`config.mk`:
```
export PLATFORM = sky130hd
export DESIGN_NAME = mem_request_ctrl
export DESIGN_NICKNAME = d
export VERILOG_FILES = /design/src/rtl/cpu_types_pkg.sv /design/src/rtl/link_reg.sv /design/src/rtl/mem_request_ctrl.sv
export SDC_FILE = /design/constraint.sdc
export NUM_CORES = 1
export LEC_CHECK = 0
export ABC_AREA = 1
export CAP_MARGIN = 20
export CORE_MARGIN = 10
export CORE_UTILIZATION = 42
export CTS_CLUSTER_SIZE = 8
export DETAILED_ROUTE_END_ITERATION = 7
export PLACE_DENSITY = 0.77
export SLEW_MARGIN = 20
export SYNTH_ARGS = -nofsm -noshare
export SYNTH_HDL_FRONTEND = slang
export SYNTH_SLANG_ARGS = --single-unit
```
`constraint.sdc`:
```
create_clock -name CLK -period 1.8 [get_ports CLK]
set_input_delay 0.27 -clock CLK [delete_from_list [all_inputs] [get_ports CLK]]
set_output_delay 0.27 -clock CLK [all_outputs]
set_load 0.005 [all_outputs]
```
`src/rtl/cpu_types_pkg.sv`:
```
// Shared types and constants for the MEM-stage request controller.
// Defaults for bus widths and the LR.W/SC.W funct5 encodings.
package cpu_types_pkg;

  localparam int unsigned DefAddrW = 32;
  localparam int unsigned DefDataW = 32;

  typedef logic [4:0]          funct5_t;
  typedef logic [DefAddrW-1:0] addr_t;
  typedef logic [DefDataW-1:0] word_t;

  localparam funct5_t LrFunct5 = 5'b00010;
  localparam funct5_t ScFunct5 = 5'b00011;

  typedef enum logic [1:0] {
    StIdle,
    StReq,
    StDone,
    StHalt
  } state_t;

endpackage

```
`src/rtl/link_reg.sv`:
```
// LR/SC reservation: a valid bit plus a word address.
// Supports set/clear, local store clear and snoop invalidation.
module link_reg #(
  parameter int unsigned WORD_W = 30
) (
  input  logic              CLK,
  input  logic              nRST,
  input  logic              set,
  input  logic              clear,
  input  logic              store_hit,
  input  logic [WORD_W-1:0] upd_word,
  input  logic [WORD_W-1:0] chk_word,
  input  logic              snoop_inv,
  input  logic [WORD_W-1:0] snoop_word,
  output logic              match
);

  logic              valid_q;
  logic [WORD_W-1:0] word_q;
  logic              snoop_res;
  logic              snoop_upd;

  assign snoop_res = snoop_inv & (snoop_word == word_q);
  assign snoop_upd = snoop_inv & (snoop_word == upd_word);
  // A snoop in the same cycle already counts as lost for a checking SC.
  assign match     = valid_q & (chk_word == word_q) & ~snoop_res;

  always_ff @(posedge CLK) begin
    if (!nRST) begin
      valid_q <= 1'b0;
      word_q  <= '0;
    end else if (set) begin
      // A snoop to the address being reserved beats the LR.
      valid_q <= ~snoop_upd;
      word_q  <= upd_word;
    end else if (clear | snoop_res | (store_hit & (upd_word == word_q))) begin
      valid_q <= 1'b0;
    end
  end

endmodule

```
`src/rtl/mem_request_ctrl.sv`:
```
// MEM-stage controller: issues one dcache request per memory op, holds it
// until dhit, stalls the pipeline, owns the LR/SC reservation and sticky halt.
module mem_request_ctrl
  import cpu_types_pkg::*;
#(
  parameter int unsigned ADDR_W    = DefAddrW,
  parameter int unsigned DATA_W    = DefDataW,
  parameter funct5_t     LR_FUNCT5 = LrFunct5,
  parameter funct5_t     SC_FUNCT5 = ScFunct5
) (
  input  logic              CLK,
  input  logic              nRST,
  input  logic              op_valid,
  input  logic              Mem_Read,
  input  logic              Mem_Write,
  input  logic              atomic,
  input  logic [4:0]        funct5,
  input  logic              halt,
  input  logic [ADDR_W-1:0] addr,
  input  logic [DATA_W-1:0] store_data,
  input  logic              dhit,
  input  logic [DATA_W-1:0] dload,
  input  logic              snoop_inv,
  input  logic [ADDR_W-1:0] snoop_addr,
  output logic              dREN,
  output logic              dWEN,
  output logic [ADDR_W-1:0] daddr,
  output logic [DATA_W-1:0] dstore,
  output logic              stall,
  output logic              op_done,
  output logic [DATA_W-1:0] load_data,
  output logic              halt_out
);

  localparam int unsigned WordW = ADDR_W - 2;

  state_t state;
  logic   mem_op;
  logic   is_lr;
  logic   is_sc;
  logic   req_lr;
  logic   req_sc;
  logic   accept;
  logic   res_match;
  logic   unused_snoop_lsb;

  assign mem_op = op_valid & (Mem_Read | Mem_Write);
  assign is_sc  = atomic & (funct5 == SC_FUNCT5) & Mem_Write;
  assign is_lr  = atomic & (funct5 == LR_FUNCT5) & Mem_Read & ~Mem_Write;
  assign accept = (state == StIdle) & mem_op & ~halt;

  assign unused_snoop_lsb = ^snoop_addr[1:0];

  link_reg #(
    .WORD_W (WordW)
  ) u_link_reg (
    .CLK        (CLK),
    .nRST       (nRST),
    .set        ((state == StReq) & dhit & req_lr),
    .clear      (accept & is_sc),
    .store_hit  ((state == StReq) & dhit & dWEN & ~req_sc),
    .upd_word   (daddr[ADDR_W-1:2]),
    .chk_word   (addr[ADDR_W-1:2]),
    .snoop_inv  (snoop_inv),
    .snoop_word (snoop_addr[ADDR_W-1:2]),
    .match      (res_match)
  );

  always_comb begin
    stall = 1'b0;
    unique case (state)
      StIdle:  stall = mem_op;
      StReq:   stall = 1'b1;
      StDone:  stall = 1'b0;
      StHalt:  stall = 1'b1;
      default: stall = 1'b0;
    endcase
  end

  always_ff @(posedge CLK) begin
    if (!nRST) begin
      state     <= StIdle;
      dREN      <= 1'b0;
      dWEN      <= 1'b0;
      daddr     <= '0;
      dstore    <= '0;
      op_done   <= 1'b0;
      load_data <= '0;
      halt_out  <= 1'b0;
      req_lr    <= 1'b0;
      req_sc    <= 1'b0;
    end else begin
      case (state)
        StIdle: begin
          if (op_valid & halt) begin
            state    <= StHalt;
            halt_out <= 1'b1;
          end else if (mem_op) begin
            if (is_sc & ~res_match) begin
              state     <= StDone;
              op_done   <= 1'b1;
              load_data <= {{(DATA_W-1){1'b0}}, 1'b1};
            end else begin
              state  <= StReq;
              daddr  <= addr;
              dstore <= store_data;
              // Read+write without atomic resolves to a write.
              dWEN   <= Mem_Write;
              dREN   <= ~Mem_Write;
              req_lr <= is_lr;
              req_sc <= is_sc;
            end
          end
        end
        StReq: begin
          if (dhit) begin
            state   <= StDone;
            dREN    <= 1'b0;
            dWEN    <= 1'b0;
            op_done <= 1'b1;
            if (dREN) begin
              load_data <= dload;
            end else if (req_sc) begin
              load_data <= '0;
            end
          end
        end
        StDone: begin
          state   <= StIdle;
          op_done <= 1'b0;
        end
        StHalt: begin
          state <= StHalt;
        end
        default: state <= StIdle;
      endcase
    end
  end

endmodule

```
[Yosys cells after proc, flatten, opt, wreduce, memory -nomap -nowiden]
Cells that the tools add are included.
Cells by class
  eq/ne operators: 16
  multiplexer cells: 29
  bitwise logic cells: 31
  reductions and logical operators: 11
Operator list (count)
  two-way mux 32 bit: 6
  == test 30 bit: 4
  case mux 32 bit (2 select lines): 1
  bitwise AND 1 bit: 20
  two-way mux 1 bit: 13
  == test 5 x 2 -> 1 bit (second input constant): 2
  AND reduction 5 bit: 2
  two-way mux 2 bit: 4
  inequality test 2 bit (second input constant): 4
  inverter 1 bit: 8
  case mux 2 bit (4 select lines): 1
  case mux 1 bit (3 select lines): 2
  AND reduction 6 bit: 1
  == test 2 bit (second input constant): 2
  case mux 1 bit (2 select lines): 2
  AND reduction 2 bit: 2
  AND reduction 4 bit: 1
  nonzero test 2 bit: 2
  inequality test 3 x 2 -> 1 bit (second input constant): 1
  inequality test 3 bit (second input constant): 1
  bitwise OR 1 bit: 3
  nonzero test 3 bit: 1
  == test 2 x 1 -> 1 bit (second input constant): 1
  logical NOT 2 bit: 1
  other kinds (2): 2
Word-level totals
  register bits after elaboration: 135
  input port bits: 142
  word-level logic and storage cells: 99

[Logic depth before layout (Yosys ltp)]
Gate-level depths: netlist of run 1.
  word-level depth: 10
  gate-level depth with buffers: 17
  mapped depth without buffers: 16

[By module]
A second synthesis of run 1 with hierarchy kept.
Unflattened totals
  cell total of the unflattened synthesis: 1219
  area total of the unflattened synthesis: 7499.7 µm²
Modules (own cells, without submodules)
  mem_request_ctrl: times used 1, cells an instance 635, area each 4394.2 µm², sequential area each 2082.0 µm²
  link_reg: times used 1, cells an instance 584, area each 3105.5 µm², sequential area each 620.6 µm²

[Least setup slack after synthesis of run 1]
Ideal clock, no wire load.
  kind: flip-flop to flip-flop
  start point: reg u_link_reg.word_q[20]
  end point: reg req_sc
  library setup time: 0.113 ns
  arrival time: 1.603 ns
  data required time: 1.687 ns
  path slack: 0.084 ns
  stages on the path, launching flop included: 16
  period minus slack after synthesis: 1.716 ns
  cells stage by stage: dfxtp_1 -> inv_2 -> nand2_1 -> nand2_1 -> nor2_1 -> nand2_1 -> nor2_1 -> nand2_1 -> nor2_1 -> nand2_1 -> nand2_2 -> nand3_2 -> buf_6 -> buf_4 -> nor2_1 -> nor2_1
Between the ends
  cells in the longest elaborated chain, start to end: 8
RTL lines
  start: declaration: line link_reg.sv:19  | logic [WORD_W-1:0] word_q;
  start signal: assignment: line link_reg.sv:35  | word_q <= upd_word;
  == test 30 bit: line link_reg.sv:23  | assign snoop_res = snoop_inv & (snoop_word == word_q);
  bitwise AND 1 bit: line link_reg.sv:23
  inverter 1 bit: line link_reg.sv:26  | assign match = valid_q & (chk_word == word_q) & ~snoop_res;
  bitwise AND 1 bit *: line link_reg.sv:26
  inverter 1 bit *: line mem_request_ctrl.sv:99  | if (is_sc & ~res_match) begin
  bitwise AND 1 bit *: line mem_request_ctrl.sv:99
  inverter 1 bit (no line) *
  AND reduction 4 bit (no line) *
  end signal: assignment: line mem_request_ctrl.sv:111  | req_sc <= is_sc;
  end: declaration: line mem_request_ctrl.sv:42  | logic req_sc;
Every way passes the cells marked *; elsewhere a longest branch is shown, timed or not.
A chain may end at the register's enable or synchronous reset.

[Worst setup path after layout of run 1]
  start point: reg u_link_reg.word_q[15]
  end point: reg daddr[12]
Between the ends
  cells in the longest elaborated chain, start to end: 8
RTL lines
  == test 30 bit: line link_reg.sv:23
  bitwise AND 1 bit: line link_reg.sv:23
  inverter 1 bit: line link_reg.sv:26
  bitwise AND 1 bit *: line link_reg.sv:26
  inverter 1 bit *: line mem_request_ctrl.sv:99
  bitwise AND 1 bit *: line mem_request_ctrl.sv:99
  inverter 1 bit (no line) *
  AND reduction 4 bit (no line) *
  end signal: assignment: line mem_request_ctrl.sv:105  | daddr <= addr;
  end: declaration: line mem_request_ctrl.sv:27  | output logic [ADDR_W-1:0] daddr,
Marked as above.

==> impl_metrics.toml, run 1 <==
[route]
drcViolationCount = 0
ant_nets = 0
vias = 9406
dr.pass1.iters = 5
viasPerCell = 5.17
drt-total-wl_mm = 31.7
first_iter_violations = 877
wl_per_cell_um = 17.4

[floorplan]
start_util_pct = 42.9
die_area_mm2 = 0.0234
core_area_mm2 = 0.0173
std_cell_rows = 48
die_h_um = 153
die_width_um = 153
ios = 243

[worst_setup_path]
crit_type = "reg -> reg"
crit_path_end_kind = "register"
start_kind = "register"
crit_family = "simple AND/OR/NAND/NOR gates"
crit_path_max_fanout = 6
crit_path_top_delay_cell = "dfxtp_2"
path_buf_inv = 3
cp_cell_sequence = "inv_2 -> nand2_1 -> o21ai_1 -> nor2_1 -> nand2_1 -> nor2_1 -> nand2_1 -> nor2_2 -> nand2_2 -> nand2_4 -> nand3_4 -> buf_12 -> clkbuf_16 -> nor2_1 -> nor2_1"
crit_required_ps = 2120
arrival_ps = 2350
cpMostUsedCell = "nor2_1"
critPathMaxStageDelay_ps = 340

[power_and_ir_drop]
ir_drop_mv = 0.686
p_leak_uw = 0.00554
total_power_uw = 11300
power_density_mw_per_mm2 = 907

[timing]
hold_viol_final = 0
max_slew.worst_pin.slew_ps = 476
fin_skew_ps = 10.1
fmax_mhz = 491
whs_ps = 156
max_slew_margin_pct = 68.0
rsz0062_at_grt = "yes"
finalMaxSlewViolations = 0
fin_crit_sh_pct = 113
setup_ws_ps = -235
post-route-min-period_ps = 2030
setup_viol = 102

[yosys]
synth_warnings = 0
syn_inst = 1199
syn_avg_cell_area_um2 = 6.19
netlist_area_mm2 = 0.00743
seq_area_frac_synth_pct = 36.4
ys_ff_latch = 135
yosys.cell_types.count = 33
syn_nets = 1341

[placed_design]
dp_hpwl_mm = 23.2
place.gp.congestion = 1.00
post_dp_cell_area_mm2 = 0.0112
portBuffers = 240
preCtsSetupSlack_ps = -681

[cells_and_area]
area_growth_syn_to_layout_pct = 67.8
nets = 1723
fin_area_mm2 = 0.0125
fin_util_pct = 72.0
drive_gt1_share_pct = 22.4

[clocking]
clk_pin_slew_ps = 70
htreeDepth = 4
clock_sinks = 135
hold_buffers = 0
cts_root_buf = "clkbuf_16"
cts_made_buffers = 17
worstSkewPairLatency_ps = 430
clockBufferDepth = 2
cts_tree = "built"

[global_routing]
grt_max_degree = 93
grt_remaining_overflow = 0
gr-usage-all-layers_pct = 25.7
grt_pass1_wl_mm = 48.7
antenna_found_initial = 0
grt_pass1_vias = 8971

[run]
cap_viol_max_count = 0

[status]
status = "finished, violations left"
violations = "setup timing"

[worst_hold_path]
hold_class = "in -> reg"
## worst min-delay path, stage by stage
cell and delay (ps):
dlymetal6s2s_1 130, nor2_1 60, nor2_1 90
## report_power, final
part	total (uW)	switching, uW	internal (uW)
registers	3670	311	3360
logic	4060	1980	2070
clock network	3570	1500	2070
total	11300	3790	7510
## worst paths after layout
path	start	to	cells after the start	slack, ps
hold / removal	addr[27]	daddr[27]	3	160
hold reg to reg	dstore[23]	dstore[23]	2	460
setup / recovery	u_link_reg.word_q[15]	daddr[12]	15	-230
setup reg to reg	u_link_reg.word_q[15]	daddr[12]	15	-230
## stage by stage
| step | instances | setup TNS [ps] |
|---|---|---|
| 2_1_floorplan | 1199 | 0 |
| 3_3_place_gp | 1770 | -60020 |
| 3_5_place_dp | 1770 | -61760 |
| 4_1_cts | 1818 | -10280 |
| 5_1_grt | 1819 | -28680 |
| 6_report | 1820 | -17190 |
## kinds of logic (layout without fill, tap and decap cells)
group | Yosys count | count (layout) | share of synthesized area (%)
AO/OA/AOI/OAI | 170 | 170 | 12.5
XOR/XNOR | 23 | 23 | 2.71
buffers and inverters | 191 | 586 | 10.5
flip-flops | 135 | 135 | 36.4
other | 0 | 1 | 0
AND/OR/NAND/NOR | 680 | 680 | 37.9
## final cells by class
type	count	area, um2
Clock inverter	14	164
Antenna cell	1	2.50
Fill cell	1430	4830
Tap cell	225	282
Inverter	135	509
Multi-Input combinational cell	873	4260
Clock buffer	18	429
Timing Repair Buffer	419	4070
Sequential cell	135	2750
## per-layer routing
layer	share of wire, %	global-route usage (%)	vias to the layer above
met3	10	7.80	52
met2	47	41.6	437
met4	2.4	8.49	0
met5	0	0	-
met1	41	31.7	4302
li1	-	-	4615
## layout by cell type, fill, tap and decap left out, drive strengths merged, types with 9 or more instances in the layout
master	count
nor3	17
clkdlybuf4s50	222
nand2	406
o22ai	15
o2111ai	12
clkbuf	20
nand4	55
o21ai	41
buf	178
nand3	34
dfxtp	135
nor2	158
clkinv	9
xnor2	12
a21oi	97
xor2	11
dlygate4sd2	11
inv	135
## synthesized netlist by cell type
library cell  count  area (um2)
inv_2            26        97.6
o2111ai_1        12         105
o211ai_1          2        15.0
buf_6             5        56.3
o22ai_1          15        93.8
nand2_2           2        12.5
nand3_1          33         165
or2_1             1        6.26
o21ai_1           2        10.0
buf_1             3        11.3
o221ai_1          1        8.76
buf_2            17        85.1
or2_2             3        18.8
dfxtp_1         135        2700
a21boi_0          1        7.51
a21oi_1          97         485
a31oi_1           1        6.26
clkinv_1          5        18.8
inv_1           104         390
nand4_1          55         344
nor2_1          158         593
nand3_2           1        10.0
clkbuf_1         29         109
and2_1            1        6.26
nor4_4            1        21.3
nor4_1            4        25.0
buf_4             2        15.0
xnor2_1          12         105
xor2_1           11        96.3
o21ai_0          39         195
nor3_1           17        85.1
nand2_1         403        1510
nand2_4           1        11.3
## flip-flops by register name, indices dropped and copies added (netlist names), 2 cells and up
register / cells
dstore: 32
load_data: 32
state: 2
daddr: 32
u_link_reg.word_q: 30
## repair_timing
item / 4_1_cts / 5_1_grt
pin swaps: 12 / 22
endpoints found under the setup margin: 105 / 108
gates cloned: 7 / 2
buffers inserted: 9 / 1
resized for setup: 96 / 65
Power figures use the tool's default switching activity.
==> run 2: changes to the inputs <==
--- a/config.mk
+++ b/config.mk
@@ -11,6 +11,7 @@
 export CORE_UTILIZATION = 42
 export CTS_CLUSTER_SIZE = 8
 export DETAILED_ROUTE_END_ITERATION = 7
+export GPL_TIMING_DRIVEN = 0
 export PLACE_DENSITY = 0.77
 export SLEW_MARGIN = 20
 export SYNTH_ARGS = -nofsm -noshare
==> run 2 against run 1 <==
The flow still finishes with violations (setup timing). Register-to-register slack got worse by 50 ps. Combinational power is essentially flat. Clock skew is 0.57 ps lower. Sequential share of layout area up 1.5 points. Via count is 3.6% lower. Sequential power about the same. Fmax is 2.2% lower. Clock power shrank 3%. Setup slack worse by 46 ps. Critical endpoint is now dstore[24]. Largest cell class unchanged.
==> impl_metrics.toml, run 2 (synthesis results as in run 1) <==
[status]
violations = "setup timing"
status = "finished, violations left"

[placed_design]
dpl.cell_count = 1664
portBuffers = 240
preCtsSetupSlack_ps = -1030
place.gp.congestion = 1.01
dp_hpwl_mm = 25.0

[clocking]
cts_root_buf = "clkbuf_16"
clockBufferDepth = 2
cts_made_buffers = 17
worstSkewPairLatency_ps = 430
hold_buffers = 0
htreeDepth = 4
clk_pin_slew_ps = 60
cts_tree = "built"
clock_sinks = 135

[worst_setup_path]
startpoint = "u_link_reg.word_q[13]"
reg2reg_slack_ps = -280
crit_required_ps = 2090
start_kind = "register"
crit_type = "reg -> reg"
arrival_ps = 2370
crit_path_end_kind = "register"
worstReg2RegStart = "u_link_reg.word_q[13]"
crit_path_max_fanout = 10

[route]
wl_per_cell_um = 19.4
ant_nets = 0
first_iter_violations = 640
drcViolationCount = 0
viasPerCell = 5.27
drt-total-wl_mm = 33.4
dr.pass1.iters = 6
vias = 9072

[floorplan]
std_cell_rows = 48
ios = 243
die_area_mm2 = 0.0234
core_area_mm2 = 0.0173
die_width_um = 153
die_h_um = 153
start_util_pct = 42.9

[cells_and_area]
drive_gt1_share_pct = 19.9
layout_common_cells = "nand2_1, clkdlybuf4s50_1, nor2_1"
nets = 1623
reg_top3 = "daddr: 32 flops, dstore: 32 flops, load_data: 32 flops"
fill_cells = 1509
final_common_cell = "nand2_1"
area_growth_syn_to_layout_pct = 59.2
final_cells = 1721

[timing]
hold_viol_final = 0
rsz0062_at_grt = "yes"
fin_crit_sh_pct = 116
setup_viol = 104
setup_ws_ps = -281
post-route-min-period_ps = 2080
finalMaxSlewViolations = 0
fin_skew_ps = 9.55
max_slew_margin_pct = 52.9
max_slew.worst_pin.slew_ps = 707
fmax_mhz = 481

[worst_hold_path]
hold_class = "in -> reg"
worstHoldStart = "addr[24]"

[global_routing]
gr-usage-all-layers_pct = 26.1
grt_pass1_wl_mm = 48.7
grt_remaining_overflow = 0
antenna_found_initial = 2
grt_max_degree = 17
grt_pass1_vias = 8594

[power_and_ir_drop]
ir_drop_mv = 0.697
total_power_uw = 11200
power_density_mw_per_mm2 = 948
p_leak_uw = 0.00507

[run]
cap_viol_max_count = 0
run 2: cell types whose count changed in the layout (fill, tap and decap cells not counted), sizes merged, moves of 2 or more:
| cell | change |
|---|---|
| dlymetal6s2s | +13 |
| clkbuf | +32 |
| clkdlybuf4s50 | -8 |
| clkinv | -2 |
| dlygate4sd2 | -4 |
| buf | -133 |
| clkinvlp | +2 |
run 2: through the flow:
| stage | hold WS (ps) | cell area [um2] | utilization, % | setup TNS [ps] |
|---|---|---|---|---|
| global placement | 435 | 10100 | 58.4 | -96580 |
| detailed placement | 452 | 10100 | 58.4 | -103460 |
| floorplan | 405 | 7430 | - | 0 |
| CTS | 334 | 11000 | 63.8 | -13930 |
| global route | 198 | 11800 | 68.4 | -30170 |
| finish | 162 | 11800 | 68.4 | -21360 |
run 2: final timing paths:
path | end | cells after the start
hold / removal | daddr[24] | 3
hold reg to reg | dstore[27] | 2
setup / recovery | dstore[24] | 15
setup reg to reg | dstore[24] | 15
run 2: area by class of cell:
type | instances | area (um2) | share of cell area [%]
Buffer | 56 | 419 | 3.55
Inverter | 135 | 529 | 4.48
Antenna cell | 2 | 5.00 | 0.0423
Tap cell | 225 | 282 | 2.38
Clock inverter | 14 | 140 | 1.19
Clock buffer | 18 | 429 | 3.63
Timing Repair Buffer | 263 | 2720 | 23.0
Sequential cell | 135 | 2800 | 23.6
Multi-Input combinational cell | 873 | 4510 | 38.1
run 2: critical path, cell delays in order (launching register included):
cell	delay (ps)
dfxtp_4	360
inv_4	40
nand2_2	40
o21ai_1	70
nor2_1	150
nand2_1	100
nor2_2	130
nand2_2	80
nor2_4	120
nand2_2	80
nand2_4	130
nand3_4	140
clkbuf_16	220
buf_12	150
nand2_2	70
a21oi_2	60
run 2: timing repair:
action,CTS,global route
setup endpoints to repair,137,138
cloned,0,6
buffers inserted,6,11
hold endpoints to repair,0,0
gates resized for setup,120,198
pin swaps,5,35
run 2: report_power, final:
part	switching, uW	leakage [uW]	internal (uW)
logic	2090	0.00368	1970
registers	353	0.00112	3350
clock network	1520	0.000262	1930
run 2: metal layers:
layer | part of all wire (%) | GRT usage, % | wire length [um] | up-vias
met5 | 0 | 0 | 0 | -
met3 | 10 | 8.50 | 3380 | 66
met1 | 41 | 31.9 | 13600 | 4146
li1 | - | - | - | 4413
met2 | 46 | 41.5 | 15400 | 447
met4 | 3.0 | 10.3 | 1000 | 0
